--- config.mk ---
export PLATFORM = sky130hd
export DESIGN_NAME = int_register_read_stage_flat
export DESIGN_NICKNAME = d
export VERILOG_FILES = /design/src/rtl/int_register_read_stage_if.sv /design/src/rtl/int_register_read_stage.sv /design/src/flat_wrapper.sv
export SDC_FILE = /design/constraint.sdc
export NUM_CORES = 1
export LEC_CHECK = 0
export BUFFER_PORTS_ARGS = -buffer_cell sky130_fd_sc_hd__buf_2
export CAP_MARGIN = 30
export CORE_UTILIZATION = 35
export DETAILED_ROUTE_END_ITERATION = 7
export HOLD_SLACK_MARGIN = 0.03
export PLACE_DENSITY = 0.69
export SETUP_SLACK_MARGIN = 0.15
export SYNTH_ARGS = -nofsm -noshare
export SYNTH_HDL_FRONTEND = slang
export SYNTH_SLANG_ARGS = --single-unit
export TNS_END_PERCENT = 100
--- constraint.sdc ---
create_clock -name clk -period 46.4 [get_ports clk]
set_input_delay 9.28 -clock clk [delete_from_list [all_inputs] [get_ports clk]]
set_output_delay 9.28 -clock clk [all_outputs]
set_load 0.03 [all_outputs]
--- src/rtl/int_register_read_stage_if.sv ---
// Bundle of issue, register-file, writeback, control and execute-side signals for the
// integer register-read stage; master is the surrounding pipeline, slave is the stage.
interface int_register_read_stage_if #(
    parameter int ISSUE_WIDTH = 2,
    parameter int WB_WIDTH    = 2,
    parameter int PREG_W      = 7,
    parameter int DATA_W      = 32,
    parameter int AL_PTR_W    = 6,
    parameter int PAYLOAD_W   = 48
);
    logic                             stall;
    logic                             clear;

    logic [ISSUE_WIDTH-1:0]           in_valid;
    logic [ISSUE_WIDTH*PREG_W-1:0]    in_src_a;
    logic [ISSUE_WIDTH*PREG_W-1:0]    in_src_b;
    logic [ISSUE_WIDTH*PREG_W-1:0]    in_dst;
    logic [ISSUE_WIDTH*AL_PTR_W-1:0]  in_al_ptr;
    logic [ISSUE_WIDTH*PAYLOAD_W-1:0] in_payload;

    logic [2*ISSUE_WIDTH*PREG_W-1:0]  rf_raddr;
    logic [2*ISSUE_WIDTH*DATA_W-1:0]  rf_rdata;

    logic [WB_WIDTH-1:0]              wb_valid;
    logic [WB_WIDTH*PREG_W-1:0]       wb_dst;
    logic [WB_WIDTH*DATA_W-1:0]       wb_data;

    logic                             flush_req;
    logic                             flush_all;
    logic [AL_PTR_W-1:0]              flush_head;
    logic [AL_PTR_W-1:0]              flush_tail;

    logic [ISSUE_WIDTH-1:0]           out_valid;
    logic [ISSUE_WIDTH*DATA_W-1:0]    out_op_a;
    logic [ISSUE_WIDTH*DATA_W-1:0]    out_op_b;
    logic [ISSUE_WIDTH*PREG_W-1:0]    out_dst;
    logic [ISSUE_WIDTH*AL_PTR_W-1:0]  out_al_ptr;
    logic [ISSUE_WIDTH*PAYLOAD_W-1:0] out_payload;

    modport master (
        output stall, clear,
        output in_valid, in_src_a, in_src_b, in_dst, in_al_ptr, in_payload,
        input  rf_raddr,
        output rf_rdata,
        output wb_valid, wb_dst, wb_data,
        output flush_req, flush_all, flush_head, flush_tail,
        input  out_valid, out_op_a, out_op_b, out_dst, out_al_ptr, out_payload
    );

    modport slave (
        input  stall, clear,
        input  in_valid, in_src_a, in_src_b, in_dst, in_al_ptr, in_payload,
        output rf_raddr,
        input  rf_rdata,
        input  wb_valid, wb_dst, wb_data,
        input  flush_req, flush_all, flush_head, flush_tail,
        output out_valid, out_op_a, out_op_b, out_dst, out_al_ptr, out_payload
    );
endinterface

--- src/rtl/int_register_read_stage.sv ---
// Integer register-read stage: stage register S, RF read + optional writeback bypass, output register O.
// Define RSD_INT_RR_BYPASS_EN to enable the writeback bypass network; otherwise operands come from the RF only.
module int_register_read_stage #(
    parameter int ISSUE_WIDTH = 2,
    parameter int WB_WIDTH    = 2,
    parameter int PREG_W      = 7,
    parameter int DATA_W      = 32,
    parameter int AL_PTR_W    = 6,
    parameter int PAYLOAD_W   = 48
) (
    input logic clk,
    input logic rst,
    int_register_read_stage_if.slave rr_if
);

    localparam int OPW = ISSUE_WIDTH * DATA_W;
    localparam int RW  = ISSUE_WIDTH * PREG_W;
    localparam int AW  = ISSUE_WIDTH * AL_PTR_W;
    localparam int PW  = ISSUE_WIDTH * PAYLOAD_W;

    logic [ISSUE_WIDTH-1:0] s_valid_q, s_valid_d;
    logic [RW-1:0]          s_src_a_q, s_src_a_d;
    logic [RW-1:0]          s_src_b_q, s_src_b_d;
    logic [RW-1:0]          s_dst_q,   s_dst_d;
    logic [AW-1:0]          s_al_q,    s_al_d;
    logic [PW-1:0]          s_pl_q,    s_pl_d;

    logic [ISSUE_WIDTH-1:0] o_valid_q, o_valid_d;
    logic [OPW-1:0]         o_op_a_q,  o_op_a_d;
    logic [OPW-1:0]         o_op_b_q,  o_op_b_d;
    logic [RW-1:0]          o_dst_q,   o_dst_d;
    logic [AW-1:0]          o_al_q,    o_al_d;
    logic [PW-1:0]          o_pl_q,    o_pl_d;

    logic [OPW-1:0]         h_op_a_q,  h_op_a_d;
    logic [OPW-1:0]         h_op_b_q,  h_op_b_d;
    logic                   held_q,    held_d;

    logic [OPW-1:0]         res_a, res_b;
    logic [OPW-1:0]         eff_a, eff_b;

    // Range is [head, tail) modulo the pointer width; head == tail means nothing is in range.
    function automatic logic flush_hit(
        input logic [AL_PTR_W-1:0] p,
        input logic                req,
        input logic                all,
        input logic [AL_PTR_W-1:0] head,
        input logic [AL_PTR_W-1:0] tail
    );
        logic in_range;
        if (head < tail)
            in_range = (p >= head) && (p < tail);
        else if (head > tail)
            in_range = (p >= head) || (p < tail);
        else
            in_range = 1'b0;
        return req && (all || in_range);
    endfunction

    always_comb begin
        rr_if.rf_raddr = '0;
        for (int i = 0; i < ISSUE_WIDTH; i++) begin
            rr_if.rf_raddr[(2*i)*PREG_W   +: PREG_W] = s_src_a_q[i*PREG_W +: PREG_W];
            rr_if.rf_raddr[(2*i+1)*PREG_W +: PREG_W] = s_src_b_q[i*PREG_W +: PREG_W];
        end
    end

    // Later writeback lanes override earlier ones, so the highest matching lane wins.
    always_comb begin
        res_a = '0;
        res_b = '0;
        for (int i = 0; i < ISSUE_WIDTH; i++) begin
            res_a[i*DATA_W +: DATA_W] = rr_if.rf_rdata[(2*i)*DATA_W   +: DATA_W];
            res_b[i*DATA_W +: DATA_W] = rr_if.rf_rdata[(2*i+1)*DATA_W +: DATA_W];
`ifdef RSD_INT_RR_BYPASS_EN
            for (int j = 0; j < WB_WIDTH; j++) begin
                if (rr_if.wb_valid[j] && (rr_if.wb_dst[j*PREG_W +: PREG_W] == s_src_a_q[i*PREG_W +: PREG_W]))
                    res_a[i*DATA_W +: DATA_W] = rr_if.wb_data[j*DATA_W +: DATA_W];
                if (rr_if.wb_valid[j] && (rr_if.wb_dst[j*PREG_W +: PREG_W] == s_src_b_q[i*PREG_W +: PREG_W]))
                    res_b[i*DATA_W +: DATA_W] = rr_if.wb_data[j*DATA_W +: DATA_W];
            end
`endif
        end
    end

`ifndef RSD_INT_RR_BYPASS_EN
    logic wb_unused;
    assign wb_unused = ^{rr_if.wb_valid, rr_if.wb_dst, rr_if.wb_data};
`endif

    assign eff_a = held_q ? h_op_a_q : res_a;
    assign eff_b = held_q ? h_op_b_q : res_b;

    // During a stall the fields freeze, but the first-cycle operands are latched into H so that
    // RF contents changing underneath the stalled op cannot leak into execute on release.
    always_comb begin
        s_valid_d = s_valid_q;
        s_src_a_d = s_src_a_q;
        s_src_b_d = s_src_b_q;
        s_dst_d   = s_dst_q;
        s_al_d    = s_al_q;
        s_pl_d    = s_pl_q;
        o_valid_d = o_valid_q;
        o_op_a_d  = o_op_a_q;
        o_op_b_d  = o_op_b_q;
        o_dst_d   = o_dst_q;
        o_al_d    = o_al_q;
        o_pl_d    = o_pl_q;
        h_op_a_d  = h_op_a_q;
        h_op_b_d  = h_op_b_q;
        held_d    = held_q;

        if (!rr_if.stall) begin
            s_src_a_d = rr_if.in_src_a;
            s_src_b_d = rr_if.in_src_b;
            s_dst_d   = rr_if.in_dst;
            s_al_d    = rr_if.in_al_ptr;
            s_pl_d    = rr_if.in_payload;
            o_op_a_d  = eff_a;
            o_op_b_d  = eff_b;
            o_dst_d   = s_dst_q;
            o_al_d    = s_al_q;
            o_pl_d    = s_pl_q;
            held_d    = 1'b0;
            for (int i = 0; i < ISSUE_WIDTH; i++) begin
                s_valid_d[i] = rr_if.in_valid[i] && !rr_if.clear &&
                               !flush_hit(rr_if.in_al_ptr[i*AL_PTR_W +: AL_PTR_W], rr_if.flush_req,
                                          rr_if.flush_all, rr_if.flush_head, rr_if.flush_tail);
                o_valid_d[i] = s_valid_q[i] && !rr_if.clear &&
                               !flush_hit(s_al_q[i*AL_PTR_W +: AL_PTR_W], rr_if.flush_req,
                                          rr_if.flush_all, rr_if.flush_head, rr_if.flush_tail);
            end
        end else begin
            if (!held_q) begin
                h_op_a_d = res_a;
                h_op_b_d = res_b;
                held_d   = 1'b1;
            end
            for (int i = 0; i < ISSUE_WIDTH; i++) begin
                s_valid_d[i] = s_valid_q[i] && !rr_if.clear &&
                               !flush_hit(s_al_q[i*AL_PTR_W +: AL_PTR_W], rr_if.flush_req,
                                          rr_if.flush_all, rr_if.flush_head, rr_if.flush_tail);
                o_valid_d[i] = o_valid_q[i] && !rr_if.clear &&
                               !flush_hit(o_al_q[i*AL_PTR_W +: AL_PTR_W], rr_if.flush_req,
                                          rr_if.flush_all, rr_if.flush_head, rr_if.flush_tail);
            end
        end
    end

    always_ff @(posedge clk or posedge rst) begin
        if (rst) begin
            s_valid_q <= '0;
            s_src_a_q <= '0;
            s_src_b_q <= '0;
            s_dst_q   <= '0;
            s_al_q    <= '0;
            s_pl_q    <= '0;
            o_valid_q <= '0;
            o_op_a_q  <= '0;
            o_op_b_q  <= '0;
            o_dst_q   <= '0;
            o_al_q    <= '0;
            o_pl_q    <= '0;
            h_op_a_q  <= '0;
            h_op_b_q  <= '0;
            held_q    <= 1'b0;
        end else begin
            s_valid_q <= s_valid_d;
            s_src_a_q <= s_src_a_d;
            s_src_b_q <= s_src_b_d;
            s_dst_q   <= s_dst_d;
            s_al_q    <= s_al_d;
            s_pl_q    <= s_pl_d;
            o_valid_q <= o_valid_d;
            o_op_a_q  <= o_op_a_d;
            o_op_b_q  <= o_op_b_d;
            o_dst_q   <= o_dst_d;
            o_al_q    <= o_al_d;
            o_pl_q    <= o_pl_d;
            h_op_a_q  <= h_op_a_d;
            h_op_b_q  <= h_op_b_d;
            held_q    <= held_d;
        end
    end

    assign rr_if.out_valid   = o_valid_q;
    assign rr_if.out_op_a    = o_op_a_q;
    assign rr_if.out_op_b    = o_op_b_q;
    assign rr_if.out_dst     = o_dst_q;
    assign rr_if.out_al_ptr  = o_al_q;
    assign rr_if.out_payload = o_pl_q;

endmodule

--- src/flat_wrapper.sv ---
// flat-port wrapper written by rule: the top's interface ports become plain ports
module int_register_read_stage_flat 
#(
    parameter int ISSUE_WIDTH = 2,
    parameter int WB_WIDTH    = 2,
    parameter int PREG_W      = 7,
    parameter int DATA_W      = 32,
    parameter int AL_PTR_W    = 6,
    parameter int PAYLOAD_W   = 48
)
  (clk, rst, rr_if_stall, rr_if_clear, rr_if_in_valid, rr_if_in_src_a, rr_if_in_src_b, rr_if_in_dst, rr_if_in_al_ptr, rr_if_in_payload, rr_if_rf_raddr, rr_if_rf_rdata, rr_if_wb_valid, rr_if_wb_dst, rr_if_wb_data, rr_if_flush_req, rr_if_flush_all, rr_if_flush_head, rr_if_flush_tail, rr_if_out_valid, rr_if_out_op_a, rr_if_out_op_b, rr_if_out_dst, rr_if_out_al_ptr, rr_if_out_payload);
  int_register_read_stage_if #(.ISSUE_WIDTH(ISSUE_WIDTH), .WB_WIDTH(WB_WIDTH), .PREG_W(PREG_W), .DATA_W(DATA_W), .AL_PTR_W(AL_PTR_W), .PAYLOAD_W(PAYLOAD_W)) rr_if_i ();
  input logic clk;
  input logic rst;
  input wire logic [$bits(rr_if_i.stall)-1:0] rr_if_stall;
  input wire logic [$bits(rr_if_i.clear)-1:0] rr_if_clear;
  input wire logic [$bits(rr_if_i.in_valid)-1:0] rr_if_in_valid;
  input wire logic [$bits(rr_if_i.in_src_a)-1:0] rr_if_in_src_a;
  input wire logic [$bits(rr_if_i.in_src_b)-1:0] rr_if_in_src_b;
  input wire logic [$bits(rr_if_i.in_dst)-1:0] rr_if_in_dst;
  input wire logic [$bits(rr_if_i.in_al_ptr)-1:0] rr_if_in_al_ptr;
  input wire logic [$bits(rr_if_i.in_payload)-1:0] rr_if_in_payload;
  output wire logic [$bits(rr_if_i.rf_raddr)-1:0] rr_if_rf_raddr;
  input wire logic [$bits(rr_if_i.rf_rdata)-1:0] rr_if_rf_rdata;
  input wire logic [$bits(rr_if_i.wb_valid)-1:0] rr_if_wb_valid;
  input wire logic [$bits(rr_if_i.wb_dst)-1:0] rr_if_wb_dst;
  input wire logic [$bits(rr_if_i.wb_data)-1:0] rr_if_wb_data;
  input wire logic [$bits(rr_if_i.flush_req)-1:0] rr_if_flush_req;
  input wire logic [$bits(rr_if_i.flush_all)-1:0] rr_if_flush_all;
  input wire logic [$bits(rr_if_i.flush_head)-1:0] rr_if_flush_head;
  input wire logic [$bits(rr_if_i.flush_tail)-1:0] rr_if_flush_tail;
  output wire logic [$bits(rr_if_i.out_valid)-1:0] rr_if_out_valid;
  output wire logic [$bits(rr_if_i.out_op_a)-1:0] rr_if_out_op_a;
  output wire logic [$bits(rr_if_i.out_op_b)-1:0] rr_if_out_op_b;
  output wire logic [$bits(rr_if_i.out_dst)-1:0] rr_if_out_dst;
  output wire logic [$bits(rr_if_i.out_al_ptr)-1:0] rr_if_out_al_ptr;
  output wire logic [$bits(rr_if_i.out_payload)-1:0] rr_if_out_payload;
  assign rr_if_i.stall = rr_if_stall;
  assign rr_if_i.clear = rr_if_clear;
  assign rr_if_i.in_valid = rr_if_in_valid;
  assign rr_if_i.in_src_a = rr_if_in_src_a;
  assign rr_if_i.in_src_b = rr_if_in_src_b;
  assign rr_if_i.in_dst = rr_if_in_dst;
  assign rr_if_i.in_al_ptr = rr_if_in_al_ptr;
  assign rr_if_i.in_payload = rr_if_in_payload;
  assign rr_if_rf_raddr = rr_if_i.rf_raddr;
  assign rr_if_i.rf_rdata = rr_if_rf_rdata;
  assign rr_if_i.wb_valid = rr_if_wb_valid;
  assign rr_if_i.wb_dst = rr_if_wb_dst;
  assign rr_if_i.wb_data = rr_if_wb_data;
  assign rr_if_i.flush_req = rr_if_flush_req;
  assign rr_if_i.flush_all = rr_if_flush_all;
  assign rr_if_i.flush_head = rr_if_flush_head;
  assign rr_if_i.flush_tail = rr_if_flush_tail;
  assign rr_if_out_valid = rr_if_i.out_valid;
  assign rr_if_out_op_a = rr_if_i.out_op_a;
  assign rr_if_out_op_b = rr_if_i.out_op_b;
  assign rr_if_out_dst = rr_if_i.out_dst;
  assign rr_if_out_al_ptr = rr_if_i.out_al_ptr;
  assign rr_if_out_payload = rr_if_i.out_payload;
  int_register_read_stage #(.ISSUE_WIDTH(ISSUE_WIDTH), .WB_WIDTH(WB_WIDTH), .PREG_W(PREG_W), .DATA_W(DATA_W), .AL_PTR_W(AL_PTR_W), .PAYLOAD_W(PAYLOAD_W)) u_core (.clk(clk), .rst(rst), .rr_if(rr_if_i));
endmodule
* After elaboration in Yosys (flattened, before gate mapping)
Index checks and enable logic that the tools add are counted.
** Operators by class
- Order comparisons :: 14
- Muxes and demuxes :: 25
- Reductions and logical operators :: 51
** Operators by type and width (number)
- $mux W64 :: 2
- $lt A6 B6 Y1 :: 7
- $ge A6 B6 Y1 :: 6
- $logic_and A1 B1 Y1 :: 28
- $mux W1 :: 21
- $logic_or A1 B1 Y1 :: 14
- $logic_not A1 Y1 :: 9
- $gt A6 B6 Y1 :: 1
- $mux W2 :: 2
** Word-level totals
- Register bits :: 533
- Word-level logic and storage cells :: 105

* Depth between registers and ports, before layout
- Depth in word-level cells :: 10
- Gate-level depth with buffers :: 9
- Gate-level depth less buffers :: 8

* Least setup slack after synthesis
No wires, ideal clock.
- Path type :: input to register
- Start point :: input port rr_if_flush_tail[3]
- End point :: register u_core.s_valid_q[0]
- Slack :: 35.510 ns
- Arrival time :: 10.759 ns
- Path buffers :: 0
- Stages :: 8
- Cell sequence :: inv_1 -> ha_1 -> a211o_1 -> a2111oi_0 -> or3_1 -> nand4_1 -> a21oi_1 -> o21ai_0
** On the way
- Longest elaborated chain between the ends :: 10
- Elaborated cells on any way between the ends :: 23
** RTL lines
- from (decl) :: RTL line flat_wrapper.sv:31 : input wire logic [$bits(rr_if_i.flush_tail)-1:0] rr_if_flush_tail;
- $lt A6 B6 Y1 :: RTL line int_register_read_stage.sv:52, int_register_read_stage.sv:54
- $logic_or A1 B1 Y1 :: RTL line int_register_read_stage.sv:54 : in_range = (p >= head) || (p < tail);
- $mux W1 :: RTL line int_register_read_stage.sv:53 : else if (head > tail)
- $mux W1 :: RTL line int_register_read_stage.sv:51 : if (head < tail)
- $mux W1 :: RTL line int_register_read_stage.sv:113 : if (!rr_if.stall) begin
- $logic_or A1 B1 Y1 :: RTL line int_register_read_stage.sv:57 : return req && (all || in_range);
- $logic_and A1 B1 Y1 :: RTL line int_register_read_stage.sv:57
- $logic_not A1 Y1 (on tied branches) :: RTL line int_register_read_stage.sv:127, int_register_read_stage.sv:141
- $logic_and A1 B1 Y1 (on tied branches) :: RTL line int_register_read_stage.sv:126, int_register_read_stage.sv:140
- $mux W2 (*) :: RTL line int_register_read_stage.sv:113
- net u_core.s_valid_d[0] :: RTL line int_register_read_stage.sv:21 : logic [ISSUE_WIDTH-1:0] s_valid_q, s_valid_d;
- to (signal assigned) :: RTL line int_register_read_stage.sv:168 : s_valid_q <= s_valid_d;
- to (decl) :: RTL line int_register_read_stage.sv:21
Mark *: on every way through the listed nets, which the timed path passes. The rest lies on a longest branch. The select of a mux whose other input is x is not followed.
A chain may end at the register's enable or synchronous reset.

* Worst setup path in the final report
- Start point :: input port rr_if_stall
- End point :: register u_core.s_pl_q[38]
** RTL lines
- from (decl) :: RTL line flat_wrapper.sv:15 : input wire logic [$bits(rr_if_i.stall)-1:0] rr_if_stall;
- to (signal assigned) :: RTL line int_register_read_stage.sv:173 : s_pl_q <= s_pl_d;
- to (decl) :: RTL line int_register_read_stage.sv:26 : logic [PW-1:0] s_pl_q, s_pl_d;
No word-level cell between the ends.

==> key figures <==
GRT
  – Total Routing Usage GR: 16.1%
  – Global-route wire length before repair: 83,400 um
  – Gr ovfl total: 0
  – Largest net degree at the start of global routing: 165
  – Initial antenna violation count: 14
  – Vias in the first global route: between 15,000 and 20,000

Worst setup path
  – Worst Path Arrival: 12.98 ns
  – Startpoint types: input pin
  – CP Capture Type: flop
  – Worst R2R End: u_core.h_op_b_q[14]$_DFFE_PP0P_
  – Setup CP Type: input pin to flop
  – Critical Path RT: approximately 47 ns
  – R2r worst-path depth: 3
  – Reg2Reg Setup Slack: 43.31 ns
  – Reg2Reg Launch Point: u_core.held_q$_DFF_PP0_
  – Crit Path Max Fanout: 164

Hold path
  – Hold endpoint: u_core.rr_if.out_op_b[16]$_DFFE_PP0N_
  – Hold path depth: 2
  – Worst Min Path Start: u_core.rr_if.out_op_b[16]$_DFFE_PP0N_
  – Hold Crit Class: flop to flop

Layout
  – Synth-to-layout area growth: 24.9%
  – Share of cells above drive strength 1: roughly half
  – Multi-input gate area: between 8000 and 9000 um^2
  – Finished Layout Cells: ~3,100
  – Register area: 13,300 um^2
  – Design Area, Final: 28,000 um^2
  – Fin nets: ~2,600
  – Commonest non-fill, non-tap cell in the layout: buf_2
  – Fill cell count: between 5,000 and 6,000
  – Most frequent cells in the layout: 576 x buf_2, 532 x dfrtp_1, 396 x mux2_2

STA
  – Setup TNS Final: 0 ns
  – Final setup margin: 33.90 ns
  – Slew @ Worst Pin: 1.01 ns
  – Final setup vio count: 0
  – Slew headroom: about a third
  – Unrepaired setup endpoints after global routing: false
  – Max Freq: approximately 80 MHz
  – Final Max Slew Viols: 0
  – Post-route minimum period: 12.50 ns
  – Tcrit/Tclk final: 26.9%
  – Clock Skews: approximately 0.017 ns
  – Final hold vios: 0

Clock network
  – Post-CTS Resized: 0
  – Setup Fix Bufs, Post-CTS: 0
  – CTS sink count: 533
  – CTS buffer count: 56
  – # hold bufs at CTS: 0
  – CTS tree: yes
  – H-tree depth: 2
  – Clk_lat worst skew: 0.59 ns
  – Root buffer cell: clkbuf_16
  – Max Root-Sink Buffers: 3
  – Clock transition at path regs: around 0.060 ns

Synth
  – Synth Area in XOR/XNOR: 0%
  – FF+latch count, synth: 533
  – Synthesized Nets: about 2,100
  – Synth Area in Adders: approximately 4.0%
  – Post-synthesis mux area share: about a quarter
  – YS warnings: 0
  – Syn Inst Count: 1,636
  – Post-synth top area share: 59.5%
  – Top cells by area, synth: dfrtp_1 59%, mux2_2 20%, mux2i_1 5.7%, ha_1 4.0%, o21ai_0 3.4%
  – Synth cell types: 39
  – Syn Area/Cell: ~14 um^2
  – Largest family of logic cells by synthesized area: multiplexers
  – Mapped Area: 22,400 um^2
  – Simple-Gate Fraction of Synth Area: 3.47%
  – Synth Area in Compound Gates: 5.19%
  – Fraction of the yosys area taken by sequential cells: 59.5%
  – Synth area leader: dfrtp_1

Routing
  – DR pass1 iterations: 5
  – # DRC: 0
  – Via Count: about 15,000
  – Detailed Route Iter0 Violations: slightly below 800
  – DR WL/cell: around 18 um
  – Total Routed Length: approximately 54,000 um
  – Via/cell ratio: ~4.8
  – Final ANT Viol Nets: 0

Floorplanning
  – Die width: 255 um
  – Die area: 65,100 um^2
  – # rows: between 90 and 100
  – I/O pins: around 660
  – Core Area: about 63,000 um^2
  – Initial Utilization: 35.5%
  – Die Height: about 260 um

Place
  – DP Worst Slack: 33.38 ns
  – DP Cell Count: 2,986
  – Buffers on Ports: 577
  – Post-DP Area: 26,100 um^2
  – Dpl hpwl: 38,600 um
  – Placer Congestion: about 0.87

Flow run
  – Max-Cap Viols: 0

Outcome
  – Status: finished, final reports clean

Power and ir drop
  – Leak: 13.3 nW
  – Maximum vdd drop: 31.2 uV
  – P per Cell Area: 44.7 nW/um^2
## cell families (layout without fill, tap and decap cells)
group	count (synthesis)	count (layout)
DFF	533	533
muxes	524	524
AOI/OAI and AO/OA	209	209
and+or+nand+nor	188	188
buffers and inverters	110	716
adders and majority gates	72	72
other	0	8
## worst max-delay path, cell delays in order
cell and delay [ns]:
buf_8 0.59, buf_4 0.67, buf_4 0.84, buf_4 0.90, mux2_2 0.43
## cell type report
| type | count | area share (%) |
|---|---|---|
| antenna | 8 | 0.0715 |
| clock buffer | 85 | 5.93 |
| clock inverter | 17 | 0.768 |
| inverter | 22 | 0.322 |
| multi-input combinational | 993 | 30.7 |
| sequential | 533 | 47.6 |
| tap | 846 | 3.78 |
| timing repair buffer | 592 | 10.8 |
## registers in the layout, summed over array words and instances, names as in the netlist
signal                    count
u_core.rr_if.out_dst         14
u_core.rr_if.out_al_ptr      12
u_core.rr_if.out_valid        2
u_core.s_src_b_q             14
u_core.rr_if.out_payload     96
u_core.held_q                 1
u_core.rr_if.out_op_a        64
u_core.h_op_b_q              64
u_core.s_valid_q              2
u_core.h_op_a_q              64
u_core.s_pl_q                96
u_core.s_dst_q               14
u_core.rr_if.out_op_b        64
u_core.s_src_a_q             14
u_core.s_al_q                12
## how the worst max path moves through the flow
stage                start                                  endpoint  cells past startpoint
6_report       rr_if_stall             u_core.s_pl_q[38]$_DFFE_PP0N_                      5
2_1_floorplan          rst            u_core.h_op_a_q[0]$_DFFE_PP0P_                      1
3_3_place_gp   rr_if_stall             u_core.s_pl_q[37]$_DFFE_PP0N_                      5
5_1_grt        rr_if_stall  u_core.rr_if.out_payload[37]$_DFFE_PP0N_                      5
4_1_cts        rr_if_stall             u_core.s_pl_q[38]$_DFFE_PP0N_                      5
3_5_place_dp   rr_if_stall             u_core.s_pl_q[38]$_DFFE_PP0N_                      5
## cells in the mapped netlist (all sizes together)
library cell	number
a21o	5
and2	2
nand2b	7
nor3b	1
o21ai	151
o21a	4
o211ai	4
mux2i	128
nand4	4
nand3	7
a221o	1
a211o	1
o2111ai	1
o21bai	2
a21boi	1
nor2b	6
clkbuf	14
and3	2
mux2	396
or3	1
o2bb2ai	1
ha	72
dfrtp	533
o221ai	1
a211oi	4
buf	74
o22ai	1
inv	22
a21oi	25
nor2	12
a31oi	3
nand2	146
a2111oi	4
## per-layer routing
layer	GRT usage (%)	routed length, um	share of wire [%]	up-vias
met3	5.21	4200	7.7	122
met1	18.8	20900	39	7488
li1	-	-	-	6912
met4	6.33	1840	3.4	12
met5	0	80	0.15	-
met2	27.2	27200	50	442
## through the flow
stage          utilization (%)  total power [W]  hold slack (ns)
2_1_floorplan                -         0.000724            0.466
3_3_place_gp              41.3         0.000797            0.463
3_5_place_dp              41.3         0.000810            0.469
4_1_cts                   44.3          0.00127            0.484
5_1_grt                   44.3          0.00131            0.506
6_report                  44.3          0.00125            0.477
## power by group
group	switching, W	internal, W
Combinational	0.000149	0.0000919
Sequential	0.0000335	0.000526
Clock	0.000183	0.000269
Total	0.000365	0.000886
Note: power is estimated with default switching activity, not from simulation.
